$ cat src/rtl/mips_pkg.sv
// Shared MIPS front-end definitions: opcodes, special instruction words,
// reset vector, drain length, fetch FSM encoding and a branch-target helper.
package mips_pkg;

  localparam int unsigned XLEN        = 32;
  localparam int unsigned DRAIN_CNT_W = 2;

  localparam logic [5:0] OP_BEQ = 6'h04;
  localparam logic [5:0] OP_BNE = 6'h05;
  localparam logic [5:0] OP_J   = 6'h02;
  localparam logic [5:0] OP_JAL = 6'h03;

  localparam logic [XLEN-1:0] FIN_WORD     = 32'hFFFF_FFFF;
  localparam logic [XLEN-1:0] NOP          = 32'h0000_0000;
  localparam logic [XLEN-1:0] RESET_VECTOR = 32'h0000_0000;

  localparam int unsigned DRAIN_CYCLES = 3;

  typedef enum logic [1:0] {
    FS_RUN   = 2'd0,
    FS_DRAIN = 2'd1,
    FS_HALT  = 2'd2
  } fetch_state_e;

  // PC-relative branch target: (pc+4) + sign-extended word offset, wrapping.
  function automatic logic [XLEN-1:0] branch_target(input logic [XLEN-1:0] pc_plus4,
                                                    input logic [15:0]     imm);
    return pc_plus4 + {{14{imm[15]}}, imm, 2'b00};
  endfunction

endpackage

$ cat src/rtl/branch_predecode.sv
// Static predecode of the fetched word plus the 1-bit direction predictor.
// Ports: clk_i/rst_ni clock and async active-low reset; imem_data_i fetched
// word; ifpc_i fetch PC; pred_upd_i/dbps_i predictor update strobe and new
// direction; next_pc_c_o predicted next fetch PC (combinational).
module branch_predecode
  import mips_pkg::*;
(
  input  logic            clk_i,
  input  logic            rst_ni,
  input  logic [XLEN-1:0] imem_data_i,
  input  logic [XLEN-1:0] ifpc_i,
  input  logic            pred_upd_i,
  input  logic            dbps_i,
  output logic [XLEN-1:0] next_pc_c_o
);

  logic            pred_q, pred_d;
  logic [5:0]      opcode;
  logic            is_branch;
  logic [XLEN-1:0] ifpc_plus4;
  logic            unused_bits;

  // Predictor mirrors the controller's resolved direction.
  always_comb begin
    pred_d = pred_q;
    if (pred_upd_i) pred_d = dbps_i;
  end

  always_ff @(posedge clk_i or negedge rst_ni) begin
    if (!rst_ni) pred_q <= 1'b0;
    else         pred_q <= pred_d;
  end

  assign opcode      = imem_data_i[31:26];
  assign is_branch   = (opcode == OP_BEQ) || (opcode == OP_BNE);
  assign ifpc_plus4  = ifpc_i + 32'd4;
  assign unused_bits = ^imem_data_i[25:16];

  // Predicted-taken conditional branches redirect fetch immediately.
  always_comb begin
    next_pc_c_o = ifpc_plus4;
    if (is_branch && pred_q) next_pc_c_o = branch_target(ifpc_plus4, imem_data_i[15:0]);
  end

endmodule

$ cat src/rtl/fetch_unit.sv
// Instruction fetch stage: fetch PC, IF/ID register, redirect/stall/SMC
// handling and a RUN -> DRAIN -> HALT shutdown sequence.
// Ports: CLK/RESETN clock and async active-low reset; IMEM_DATA word at IFPC;
// WPCIR stall; BRANCH/JUMP/JR/DBPS redirect controls; SMC/SMC2 self-modifying
// code hits in ID/IF; FIN halt decoded in ID; JR_RS jump-register target;
// IFPC/IDPC/IDIR fetch PC, ID PC and IF/ID word; HALTED pipeline drained.
module fetch_unit
  import mips_pkg::*;
(
  input  logic            CLK,
  input  logic            RESETN,
  input  logic [XLEN-1:0] IMEM_DATA,
  input  logic            WPCIR,
  input  logic            BRANCH,
  input  logic            JUMP,
  input  logic            JR,
  input  logic            DBPS,
  input  logic            SMC,
  input  logic            SMC2,
  input  logic            FIN,
  input  logic [XLEN-1:0] JR_RS,
  output logic [XLEN-1:0] IFPC,
  output logic [XLEN-1:0] IDPC,
  output logic [XLEN-1:0] IDIR,
  output logic            HALTED
);

  fetch_state_e           state_q, state_d;
  logic [DRAIN_CNT_W-1:0] drain_cnt_q, drain_cnt_d;
  logic [XLEN-1:0]        ifpc_q, ifpc_d, idpc_q, idpc_d, idir_q, idir_d;
  logic                   halted_q;
  logic                   pred_upd;
  logic [XLEN-1:0]        pred_npc, idpc_plus4, redirect_tgt;

  branch_predecode u_predecode (
    .clk_i       (CLK),
    .rst_ni      (RESETN),
    .imem_data_i (IMEM_DATA),
    .ifpc_i      (ifpc_q),
    .pred_upd_i  (pred_upd),
    .dbps_i      (DBPS),
    .next_pc_c_o (pred_npc)
  );

  // Redirect target for the instruction currently in ID.
  assign idpc_plus4 = idpc_q + 32'd4;

  always_comb begin
    if (JUMP)      redirect_tgt = {idpc_plus4[31:28], idir_q[25:0], 2'b00};
    else if (JR)   redirect_tgt = JR_RS;
    else if (DBPS) redirect_tgt = branch_target(idpc_plus4, idir_q[15:0]);
    else           redirect_tgt = idpc_plus4;
  end

  // Next-state: halt sequencing > SMC > stall > redirect > predicted/sequential.
  always_comb begin
    state_d     = state_q;
    drain_cnt_d = drain_cnt_q;
    ifpc_d      = ifpc_q;
    idpc_d      = idpc_q;
    idir_d      = idir_q;
    pred_upd    = 1'b0;
    case (state_q)
      FS_RUN: begin
        if (FIN && !WPCIR) begin
          state_d     = FS_DRAIN;
          drain_cnt_d = '0;
          idir_d      = NOP;
        end else if (SMC) begin
          // Refetch the ID instruction; it may have been overwritten.
          ifpc_d = idpc_q;
          idir_d = NOP;
        end else if (SMC2) begin
          idir_d = NOP;
        end else if (WPCIR) begin
          idir_d = idir_q;
        end else if (BRANCH) begin
          ifpc_d   = redirect_tgt;
          idir_d   = NOP;
          pred_upd = !JUMP && !JR;
        end else begin
          idir_d = IMEM_DATA;
          idpc_d = ifpc_q;
          ifpc_d = pred_npc;
        end
      end
      FS_DRAIN: begin
        idir_d = NOP;
        if (drain_cnt_q == DRAIN_CNT_W'(DRAIN_CYCLES - 1)) state_d = FS_HALT;
        else drain_cnt_d = drain_cnt_q + DRAIN_CNT_W'(1);
      end
      FS_HALT: begin
        idir_d = NOP;
      end
      default: begin
        state_d = FS_RUN;
      end
    endcase
  end

  always_ff @(posedge CLK or negedge RESETN) begin
    if (!RESETN) begin
      state_q     <= FS_RUN;
      drain_cnt_q <= '0;
      ifpc_q      <= RESET_VECTOR;
      idpc_q      <= RESET_VECTOR;
      idir_q      <= NOP;
      halted_q    <= 1'b0;
    end else begin
      state_q     <= state_d;
      drain_cnt_q <= drain_cnt_d;
      ifpc_q      <= ifpc_d;
      idpc_q      <= idpc_d;
      idir_q      <= idir_d;
      halted_q    <= (state_d == FS_HALT);
    end
  end

  assign IFPC   = ifpc_q;
  assign IDPC   = idpc_q;
  assign IDIR   = idir_q;
  assign HALTED = halted_q;

endmodule
$ cat config.mk
export PLATFORM = sky130hd
export DESIGN_NAME = fetch_unit
export DESIGN_NICKNAME = d
export VERILOG_FILES = /design/src/rtl/mips_pkg.sv /design/src/rtl/branch_predecode.sv /design/src/rtl/fetch_unit.sv
export SDC_FILE = /design/constraint.sdc
export NUM_CORES = 1
export LEC_CHECK = 0
export BUFFER_PORTS_ARGS = -buffer_cell sky130_fd_sc_hd__buf_4
export CAP_MARGIN = 20
export CORE_MARGIN = 8
export CORE_UTILIZATION = 35
export CTS_CLUSTER_DIAMETER = 80
export DETAILED_ROUTE_END_ITERATION = 6
export GPL_TIMING_DRIVEN = 0
export HOLD_SLACK_MARGIN = 0.02
export SLEW_MARGIN = 20
export SYNTH_ARGS = -nofsm -noshare
export SYNTH_HDL_FRONTEND = slang
export SYNTH_HIERARCHICAL = 1
export SYNTH_SLANG_ARGS = --single-unit
$ cat constraint.sdc
create_clock -name CLK -period 6.99 [get_ports CLK]
set_clock_uncertainty 0.2 [all_clocks]
set_input_delay 1.398 -clock CLK [delete_from_list [all_inputs] [get_ports CLK]]
set_output_delay 1.398 -clock CLK [all_outputs]
set_load 0.03 [all_outputs]
==> metrics.csv <==
stage,metric,value,unit
clock_network,cts_buffers,9,
floorplanning,core,27550,um^2
timing,fin_setup_tns,0,ns
placed_design,portBuffers,169,
floorplanning,die_h,182.7,um
finish,area_delta_synth_final,20.83,%
run_status,status,finished clean,
timing,slew_headroom,0.3342,
finish,nFillCells,2774,
clock_network,clockBufferDepth,2,
timing,fin_hold_ws,0.3149,ns
finish,multiInputGateArea,6865,um^2
power_and_ir_drop,clkPwrFrac,0.107,
drt,dr_wl_met3,3.469,mm
timing,fin_crit,5.471,ns
placed_design,place_congestion,0.9382,
drt,first_pass_iters,5,
setup_path,worstSetupPathType,reg -> reg,
power_and_ir_drop,power_frac_seq,0.267,
power_and_ir_drop,power_density,403.2,nW/um^2
setup_path,startpoint,IFPC[5]$_DFFE_PN0P_,
synthesis,synthFlopType,dfrtp_1,
drt,met2_length,17.51,mm
clock_network,path_clk_slew,0.08,ns
floorplanning,num_io_pins,171,
drt,first_iter_violations,1248,
global_routing,track_usage,0.2264,
synthesis,ys_seq_area_frac,0.2623,
floorplanning,die_w,182.7,um
flow_run,cap_violations,0,
setup_path,arrival,5.51,ns
finish,nets,1496,
power_and_ir_drop,leakagePower,5.263,nW
global_routing,antenna_found_initial,0,
setup_path,crit_path_end_kind,flip-flop,
synthesis,synth_area_leaders,"dfrtp_1, ha_1, xnor2_1",
power_and_ir_drop,p_int,2.241,mW
drt,drt-total-wl,38.78,mm
worst_hold_path,min_path_type,reg -> reg,
timing,worstMarginPinSlew,0.9957,ns
timing,rsz0062_at_grt,false,
floorplanning,die-area,33390,um^2
drt,postRouteAntennaNets,0,
synthesis,syn_nets,1316,
global_routing,grt_pass1_wl,58.57,mm
timing,clock.fmax,182.8,MHz
synthesis,synth_edf_count,0,
drt,drt-met1-wl,16.56,mm
power_and_ir_drop,ir_drop,0.0002447,V
placed_design,dp_hpwl,30.78,mm
power_and_ir_drop,p_sw,2.500,mW
clock_network,cts_resized,0,
clock_network,clk_latency,0.36,ns
global_routing,grt_overflow,0,
setup_path,crit-reg2reg-launch,IFPC[5]$_DFFE_PN0P_,
synthesis,synth_cell_types,82,
clock_network,postCtsSetupBuffers,0,
setup_path,r2r_slack,1.52,ns
drt,viasPerCell,5.891,
timing,finalCritPeriodShare,0.7827,
synthesis,synth_cells,1161,
floorplanning,start_util,0.3532,
floorplanning,core.rowCount,61,
power_and_ir_drop,power_frac_comb,0.626,
finish,antenna_cells,0,
synthesis,avgSynthCellArea,8.381,um^2
clock_network,hold_buffers,0,
finish,regArea,2552,um^2
synthesis,synth-seq-cells,102,
setup_path,endpoint,IFPC[30]$_DFFE_PN0P_,
setup_path,reg2reg_depth,22,
setup_path,regToRegEndpoint,IFPC[30]$_DFFE_PN0P_,
global_routing,grt_pass1_vias,9905,
global_routing,grt_max_degree,103,
synthesis,yosys_warnings,6,
drt,vias,10156,
synthesis,netlist_area,9731,um^2
drt,wire_per_inst,22.49,um
clock_network,h-tree-depth,3,
power_and_ir_drop,switching_share,0.5273,
drt,drc_errors,0,
timing,setup_viol,0,
timing,final-hold-violation-count,0,
setup_path,path_max_fanout,7,
setup_path,cp.required,7.03,ns
clock_network,cts.sinks,102,
synthesis,async_flop_share,1.000,
synthesis,yosys.area.top_type,dfrtp_1,
finish,drive_above_1_share,0.1939,
clock_network,clockRootBuffer,clkbuf_16,
synthesis,synth_top_area_share,0.2623,
setup_path,critPathLaunchType,flip-flop,
timing,finalMaxSlewViolations,0,
clock_network,tritoncts,done,
drt,topRoutingLayerUsed,met4,
==> per-stage QoR <==
| step | power [mW] | std cells | utilization | worst slack [ns] | area (um^2) |
|---|---|---|---|---|---|
| after floorplan | 3.155 | 1161 | - | 2.282 | 9731 |
| after global placement | 4.170 | 1708 | 0.4164 | 1.681 | 11470 |
| after detailed placement | 4.208 | 1708 | 0.4165 | 1.675 | 11480 |
| after CTS | 4.729 | 1724 | 0.4267 | 1.650 | 11760 |
| after global routing | 5.052 | 1724 | 0.4267 | 1.161 | 11760 |
| final | 4.741 | 1724 | 0.4267 | 1.519 | 11760 |
==> registers in the layout (all words and copies together) (netlist names) <==
register	cells
u_predecode/pred_q	1
state_q	2
HALTED	1
IDPC	32
drain_cnt_q	2
IFPC	32
IDIR	32
==> cell usage in the layout, fill, tap and decap left out, drive strengths merged, types with 17 or more instances in the layout <==
cell	count
a22o	37
inv	26
nand3	38
a221oi	17
nor3	20
mux2	43
o211ai	22
dfrtp	102
a211oi	20
buf	176
ha	79
o21ai	86
xnor2	64
nand2	121
clkbuf	55
a21oi	81
a21o	30
xor2	42
nor2	97
==> synthesized netlist by cell type, types with 13 or more instances <==
| cell type | instances |
|---|---|
| a211oi_1 | 18 |
| a21o_1 | 27 |
| a21oi_1 | 80 |
| a221oi_1 | 17 |
| a22o_1 | 37 |
| and3_1 | 15 |
| clkbuf_1 | 46 |
| dfrtp_1 | 102 |
| ha_1 | 79 |
| inv_1 | 24 |
| mux2_2 | 43 |
| nand2_1 | 121 |
| nand3_1 | 38 |
| nand4_1 | 13 |
| nor2_1 | 96 |
| nor3_1 | 19 |
| o211ai_1 | 22 |
| o21ai_0 | 81 |
| xnor2_1 | 64 |
| xor2_1 | 42 |
==> layout make-up <==
type	count	area share
multi-input combinational	981	0.5839
sequential	102	0.2171
timing repair buffer	169	0.1082
tap	378	0.04023
clock buffer	9	0.01916
buffer	53	0.01862
inverter	25	0.007981
clock inverter	7	0.004789
==> metal layers <==
layer | GRT usage | up-vias
met5 | 0 | -
li1 | - | 4686
met1 | 0.2964 | 4883
met2 | 0.3657 | 515
met3 | 0.05125 | 72
met4 | 0.07117 | 0
==> cell families (layout without fill, tap and decap cells) <==
group	after synthesis	in the layout	share of synthesized area
buffers and inverters	78	263	0.03215
multiplexers	47	47	0.05388
AO/OA/AOI/OAI	387	387	0.2767
adder cells (fa/ha/maj)	81	81	0.1057
AND/OR/NAND/NOR	360	360	0.1738
flip-flops	102	102	0.2623
XOR/XNOR	106	106	0.09541
==> power groups by stage <==
stage               clock network [mW]  logic (mW)  registers [mW]
global route                     0.538        3.23            1.29
CTS                              0.517        2.96            1.25
detailed placement                   0        2.95            1.26
global placement                     0        2.92            1.25
finish                           0.508        2.97            1.26
floorplan                            0        1.71            1.44
==> worst min-delay path by stage <==
stage,start,endpoint,slack (ns),depth (start not counted)
after floorplan,u_predecode/pred_q$_DFFE_PN0P_,u_predecode/pred_q$_DFFE_PN0P_,0.28,1
after global routing,IDIR[31]$_DFFE_PN0P_,IDIR[31]$_DFFE_PN0P_,0.35,1
final,IDIR[28]$_DFFE_PN0P_,IDIR[28]$_DFFE_PN0P_,0.31,1
after global placement,IDIR[31]$_DFFE_PN0P_,IDIR[31]$_DFFE_PN0P_,0.29,1
after detailed placement,IDIR[27]$_DFFE_PN0P_,IDIR[27]$_DFFE_PN0P_,0.29,1
after CTS,IDIR[28]$_DFFE_PN0P_,IDIR[28]$_DFFE_PN0P_,0.32,1
==> worst max-delay path, stage by stage, from the launching register on <==
cell      delay (ns)
dfrtp_1         0.50
nand3_1         0.13
nor2_1          0.17
and3_1          0.17
clkbuf_1        0.25
nand3_1         0.21
nor2_1          0.21
nand3_1         0.12
xnor2_1         0.27
ha_1            0.36
a21o_1          0.21
a21o_1          0.18
a211oi_1        0.27
o31ai_2         0.18
a311oi_1        0.50
o211ai_1        0.18
a31oi_1         0.24
xor2_1          0.20
o21ai_1         0.14
a221oi_1        0.33
nor2_1          0.08
a21oi_1         0.13
o211ai_1        0.10
(Power assumes the default switching activity.)
